[config.mk]
export PLATFORM = sky130hd
export DESIGN_NAME = aximm_follower_app
export DESIGN_NICKNAME = d
export VERILOG_FILES = /design/src/rtl/aximm_follower_app.sv
export SDC_FILE = /design/constraint.sdc
export NUM_CORES = 2
export LEC_CHECK = 0
export CAP_MARGIN = 20
export CORE_UTILIZATION = 59
export DETAILED_ROUTE_END_ITERATION = 16
export PLACE_DENSITY = 0.89
export REMOVE_ABC_BUFFERS = 1
export SYNTH_ARGS = -nofsm -noshare
export SYNTH_HDL_FRONTEND = slang
export SYNTH_SLANG_ARGS = --single-unit
[constraint.sdc]
create_clock -name clk -period 7.2 [get_ports clk]
set_input_delay 2.16 -clock clk [delete_from_list [all_inputs] [get_ports clk]]
set_output_delay 2.16 -clock clk [all_outputs]
set_load 0.05 [all_outputs]
[src/rtl/aximm_follower_app.sv]
// aximm_follower_app
// Follower-side AXI-MM responder. It terminates one burst at a time against a
// small word-addressed register memory. Writes arrive on AW/W and answer on B.
// Reads arrive on AR and stream stored words on R.
//
// Ports
//   clk, rst_n          : single clock, asynchronous active-low reset
//   user_aw*            : write address (only awid and awaddr are used)
//   user_w*             : write data with byte strobes; the burst ends on wlast
//   user_b*             : write response (bresp is always OKAY)
//   user_ar*            : read address (arid, araddr and arlen are used)
//   user_r*             : read data; rdata is read combinationally from memory
//   wr_done / rd_done   : one-cycle pulses on the B handshake / last R handshake
//   wr_beats            : W beats accepted in the most recent write burst
//   dbg_state           : current FSM state (0 idle, 1 wr_data, 2 wr_resp, 3 rd_data)
//
// Handshake semantics: a transfer happens on a rising edge where valid and
// ready are both high. A source holds valid and its payload stable until that
// edge. Every ready output is decoded from the state alone. The one exception
// is arready, which is also gated by awvalid so that a write wins over a
// read requested in the same cycle.
module aximm_follower_app #(
  parameter int DWIDTH     = 128,
  parameter int ADDRWIDTH  = 32,
  parameter int DEPTH_LOG2 = 4
) (
  input  logic                   clk,
  input  logic                   rst_n,
  input  logic [3:0]             user_awid,
  input  logic [2:0]             user_awsize,
  input  logic [7:0]             user_awlen,
  input  logic [1:0]             user_awburst,
  input  logic [ADDRWIDTH-1:0]   user_awaddr,
  input  logic                   user_awvalid,
  output logic                   user_awready,
  input  logic [3:0]             user_wid,
  input  logic [DWIDTH-1:0]      user_wdata,
  input  logic [DWIDTH/8-1:0]    user_wstrb,
  input  logic                   user_wlast,
  input  logic                   user_wvalid,
  output logic                   user_wready,
  output logic [3:0]             user_bid,
  output logic [1:0]             user_bresp,
  output logic                   user_bvalid,
  input  logic                   user_bready,
  input  logic [3:0]             user_arid,
  input  logic [2:0]             user_arsize,
  input  logic [7:0]             user_arlen,
  input  logic [1:0]             user_arburst,
  input  logic [ADDRWIDTH-1:0]   user_araddr,
  input  logic                   user_arvalid,
  output logic                   user_arready,
  output logic [3:0]             user_rid,
  output logic [DWIDTH-1:0]      user_rdata,
  output logic [1:0]             user_rresp,
  output logic                   user_rlast,
  output logic                   user_rvalid,
  input  logic                   user_rready,
  output logic                   wr_done,
  output logic                   rd_done,
  output logic [8:0]             wr_beats,
  output logic [1:0]             dbg_state
);

  localparam int NBYTES = DWIDTH / 8;
  localparam int OFFS   = $clog2(NBYTES);
  localparam int DEPTH  = 1 << DEPTH_LOG2;

  typedef enum logic [1:0] {
    IDLE    = 2'd0,
    WR_DATA = 2'd1,
    WR_RESP = 2'd2,
    RD_DATA = 2'd3
  } state_t;

  state_t                state_q, state_d;
  logic [DEPTH_LOG2-1:0] idx_q, idx_d;
  logic [8:0]            cnt_q, cnt_d;
  logic [3:0]            id_q, id_d;
  logic [7:0]            arlen_q, arlen_d;
  logic [8:0]            wr_beats_q, wr_beats_d;
  logic [DWIDTH-1:0]     mem_q [DEPTH];
  logic [DWIDTH-1:0]     mem_d [DEPTH];

  logic       aw_hs, ar_hs, w_hs, b_hs, r_hs;
  logic [8:0] cnt_inc;

  // Burst attributes other than length and id are ignored. Every burst is
  // handled as INCR with full-word beats.
  logic unused_ok;
  assign unused_ok = ^{user_awsize, user_awlen, user_awburst, user_wid,
                       user_arsize, user_arburst, user_awaddr, user_araddr};

  assign user_awready = (state_q == IDLE);
  assign user_arready = (state_q == IDLE) && !user_awvalid;
  assign user_wready  = (state_q == WR_DATA);
  assign user_bvalid  = (state_q == WR_RESP);
  assign user_rvalid  = (state_q == RD_DATA);

  // One id register serves both channels because only one burst is in flight.
  assign user_bid    = id_q;
  assign user_rid    = id_q;
  assign user_bresp  = 2'b00;
  assign user_rresp  = 2'b00;
  assign user_rdata  = mem_q[idx_q];
  assign user_rlast  = user_rvalid && (cnt_q == {1'b0, arlen_q});

  assign aw_hs = user_awvalid && user_awready;
  assign ar_hs = user_arvalid && user_arready;
  assign w_hs  = user_wvalid  && user_wready;
  assign b_hs  = user_bvalid  && user_bready;
  assign r_hs  = user_rvalid  && user_rready;

  assign wr_done   = b_hs;
  assign rd_done   = r_hs && user_rlast;
  assign wr_beats  = wr_beats_q;
  assign dbg_state = state_q;

  // The beat counter saturates instead of wrapping on very long write bursts.
  assign cnt_inc = (cnt_q == 9'h1FF) ? cnt_q : cnt_q + 9'd1;

  always_comb begin
    state_d    = state_q;
    idx_d      = idx_q;
    cnt_d      = cnt_q;
    id_d       = id_q;
    arlen_d    = arlen_q;
    wr_beats_d = wr_beats_q;
    mem_d      = mem_q;
    case (state_q)
      IDLE: begin
        if (aw_hs) begin
          id_d    = user_awid;
          idx_d   = user_awaddr[OFFS +: DEPTH_LOG2];
          cnt_d   = 9'd0;
          state_d = WR_DATA;
        end else if (ar_hs) begin
          id_d    = user_arid;
          idx_d   = user_araddr[OFFS +: DEPTH_LOG2];
          arlen_d = user_arlen;
          cnt_d   = 9'd0;
          state_d = RD_DATA;
        end
      end
      WR_DATA: begin
        if (w_hs) begin
          for (int b = 0; b < NBYTES; b++) begin
            if (user_wstrb[b]) mem_d[idx_q][8*b +: 8] = user_wdata[8*b +: 8];
          end
          idx_d = idx_q + DEPTH_LOG2'(1);
          cnt_d = cnt_inc;
          if (user_wlast) begin
            wr_beats_d = cnt_inc;
            state_d    = WR_RESP;
          end
        end
      end
      WR_RESP: begin
        if (b_hs) state_d = IDLE;
      end
      RD_DATA: begin
        if (r_hs) begin
          idx_d = idx_q + DEPTH_LOG2'(1);
          cnt_d = cnt_inc;
          if (user_rlast) state_d = IDLE;
        end
      end
      default: state_d = IDLE;
    endcase
  end

  always_ff @(posedge clk or negedge rst_n) begin
    if (!rst_n) begin
      state_q    <= IDLE;
      idx_q      <= '0;
      cnt_q      <= '0;
      id_q       <= '0;
      arlen_q    <= '0;
      wr_beats_q <= '0;
      for (int i = 0; i < DEPTH; i++) mem_q[i] <= '0;
    end else begin
      state_q    <= state_d;
      idx_q      <= idx_d;
      cnt_q      <= cnt_d;
      id_q       <= id_d;
      arlen_q    <= arlen_d;
      wr_beats_q <= wr_beats_d;
      mem_q      <= mem_d;
    end
  end

endmodule
==> results.json <==
{
  "hold_buffers": 0,
  "fin_tns_setup_ns": 0,
  "wire_per_inst_um": 26.5,
  "firstDrtPassIters": 5,
  "fin_area_um2": 109000,
  "cts_tree": "yes",
  "vias": 51100,
  "ys_warn_count": 0,
  "whs_ns": 0.483,
  "hold_class": "flip-flop to flip-flop",
  "finalWorstSetupSlack_ns": 0.668,
  "syn_avg_cell_area_um2": 17.3,
  "synth_common_cells": "dfrtp_1, mux2_2, mux4_2",
  "via_per_inst": 6.23,
  "post_cts_buffers": 0,
  "dieArea_um2": 165000,
  "cts.clk_slew.worst_paths_ns": 0.06,
  "finalWirelength_um": 217000,
  "nets": 6109,
  "grt_overflow": 0,
  "portBuffers": 330,
  "critPathRequiredTime_ns": 5.04,
  "synth_most_common_cell": "dfrtp_1",
  "multi_input_area_um2": 42600,
  "hold_viol": 0,
  "async_flop_share_pct": 100,
  "grt_pass1_wl_um": 344000,
  "synth-seq-cells": 2084,
  "die_y_um": 406,
  "drv_slew": 0,
  "ys_seq_area_share_pct": 54.1,
  "start_util_pct": 59.7,
  "critPathLaunch": "idx_q[0]$_DFFE_PN0P_",
  "fmax_mhz": 153,
  "ys.flop_type": "dfrtp_1",
  "place_area_um2": 102000,
  "yosysTopAreaCell": "dfrtp_1",
  "status": "completed",
  "netlist_instances": 5570,
  "drive_gt1_share_pct": 55.7,
  "final_cells": 8203,
  "ir_worst_vdd_mv": 0.297,
  "regToRegSetupSlack_ns": 2.72,
  "core_area_um2": 161000,
  "setup_viol_count_final": 0,
  "drc_errors": 0,
  "dp_worst_setup_slack_ns": 1.18,
  "crit_fanout": 35,
  "grt.total_usage_pct": 27.3,
  "cp.arrival_ns": 4.37,
  "fillers": 10300,
  "cts_buffers": 209,
  "clock-skew-final_ns": 0.0275,
  "r2r_end": "mem_q[220]$_DFFE_PN0P_",
  "gp_congestion": 0.841,
  "drtAntennaViolNets": 0,
  "cts_root_buf": "clkbuf_16",
  "fin_crit_sh_pct": 90.7,
  "critPathKind": "flip-flop to output port",
  "grt_antenna_before_repair": 27,
  "register_area_um2": 52200,
  "synth.distinct_cells": 56,
  "io_pins": 413,
  "p_leak_nw": 52.4,
  "r2r_cells": 6,
  "placementRows": 147,
  "ctsResizeCount": 0,
  "cts_num_sinks": 2084,
  "drt-initial-drc-count": 3108,
  "layout_min_cycle_time_ns": 6.53,
  "maxCapViolations": 0,
  "htree_levels": 4,
  "rsz0062_at_grt": "false",
  "yosys.area.top_type_share_pct": 54.1,
  "die_x_um": 406,
  "power_mw": 46.2,
  "crit_end": "user_rdata[116]",
  "post-dp-hpwl_um": 140000,
  "syn_area_um2": 96400,
  "dp.cells": 7798,
  "grt_start_max_net_pins": 185,
  "fin_util_pct": 67.4,
  "endpoint_kind": "output port",
  "reg2reg_from": "idx_q[1]$_DFFE_PN0P_",
  "synthTopCellsByArea": "dfrtp_1, mux2_2, mux4_2",
  "relSlewSlack_pct": 22.2,
  "powerDensity_nw_per_um2": 425,
  "synth_edf_count": 0,
  "clockBufferDepth": 3,
  "cp-start-kind": "flip-flop",
  "area_growth_pct": 12.8,
  "grt_pass1_vias": 57000,
  "worstSkewPairLatency_ns": 0.86,
  "tightest_slew_ns": 1.16
}
-- power breakdown --
part / switching (mW) / leakage (nW) / internal [mW] / total (mW)
registers: 2.55 / 28.4 / 16.1 / 18.7
logic: 8.11 / 20.5 / 8.44 / 16.6
clock network: 4.67 / 3.45 / 6.33 / 11.0
-- how the worst min path moves through the flow --
stage,cells past startpoint,startpoint,endpoint
after global routing,1,mem_q[1581]$_DFFE_PN0P_,mem_q[1581]$_DFFE_PN0P_
after CTS,1,mem_q[1150]$_DFFE_PN0P_,mem_q[1150]$_DFFE_PN0P_
final,1,mem_q[1274]$_DFFE_PN0P_,mem_q[1274]$_DFFE_PN0P_
after detailed placement,1,mem_q[1276]$_DFFE_PN0P_,mem_q[1276]$_DFFE_PN0P_
after global placement,1,mem_q[1711]$_DFFE_PN0P_,mem_q[1711]$_DFFE_PN0P_
after floorplan,1,mem_q[1232]$_DFFE_PN0P_,mem_q[1232]$_DFFE_PN0P_
-- layer usage --
metal,up-vias,global-route usage (%),wire length [µm]
met5,-,0,133
met4,20,11.0,8060
met3,424,5.45,11200
met2,1146,45.2,111000
met1,27900,35.6,86400
li1,21700,-,-
-- layout by cell type (no fill, tap or decap), drive strengths merged, types with 5 or more instances in the layout --
master	count
diode	16
nor2	261
dfrtp	2084
bufinv	9
nand4	6
a31oi	7
ha	5
clkinv	39
nand2	44
clkdlybuf4s50	329
xnor2	10
nand3	9
buf	75
mux2	2059
a21oi	11
clkbuf	321
clkinvlp	9
o31ai	5
o22ai	7
and3	6
nor2b	5
o21ai	20
mux4	640
inv	18
-- state kept, by name, summed over array words and instances (netlist names) --
signal	flops
dbg_state	2
mem_q	2048
arlen_q	8
wr_beats	9
user_bid	4
idx_q	4
cnt_q	9
-- kinds of logic (layout without fill, tap and decap cells) --
kind of cell | after synthesis | count (layout) | synth area share (%)
adder cells (fa/ha/maj) | 5 | 5 | 0.0649
buffers and inverters | 346 | 800 | 1.82
XOR/XNOR | 12 | 12 | 0.109
multiplexers | 2703 | 2703 | 39.0
flip-flops | 2084 | 2084 | 54.1
other | 1 | 20 | 0.00389
AND/OR/NAND/NOR | 356 | 356 | 4.48
AO/OA/AOI/OAI | 63 | 63 | 0.402
-- worst max-delay path: stages (launching register included) --
cell	delay, ns
dfrtp_4	1.00
buf_12	0.33
buf_12	0.31
mux4_2	0.58
mux4_2	0.49
clkdlybuf4s50_1	0.71
-- layout make-up --
type	instances	area share, %
well taps	2160	2.48
multi-input cells	3143	39.1
diodes	16	0.0368
inverters	8	0.0276
clock inverters	67	0.720
clock buffers	321	5.76
flip-flops and latches	2084	47.9
repair buffers	404	3.92
(Power assumes the default switching activity.)
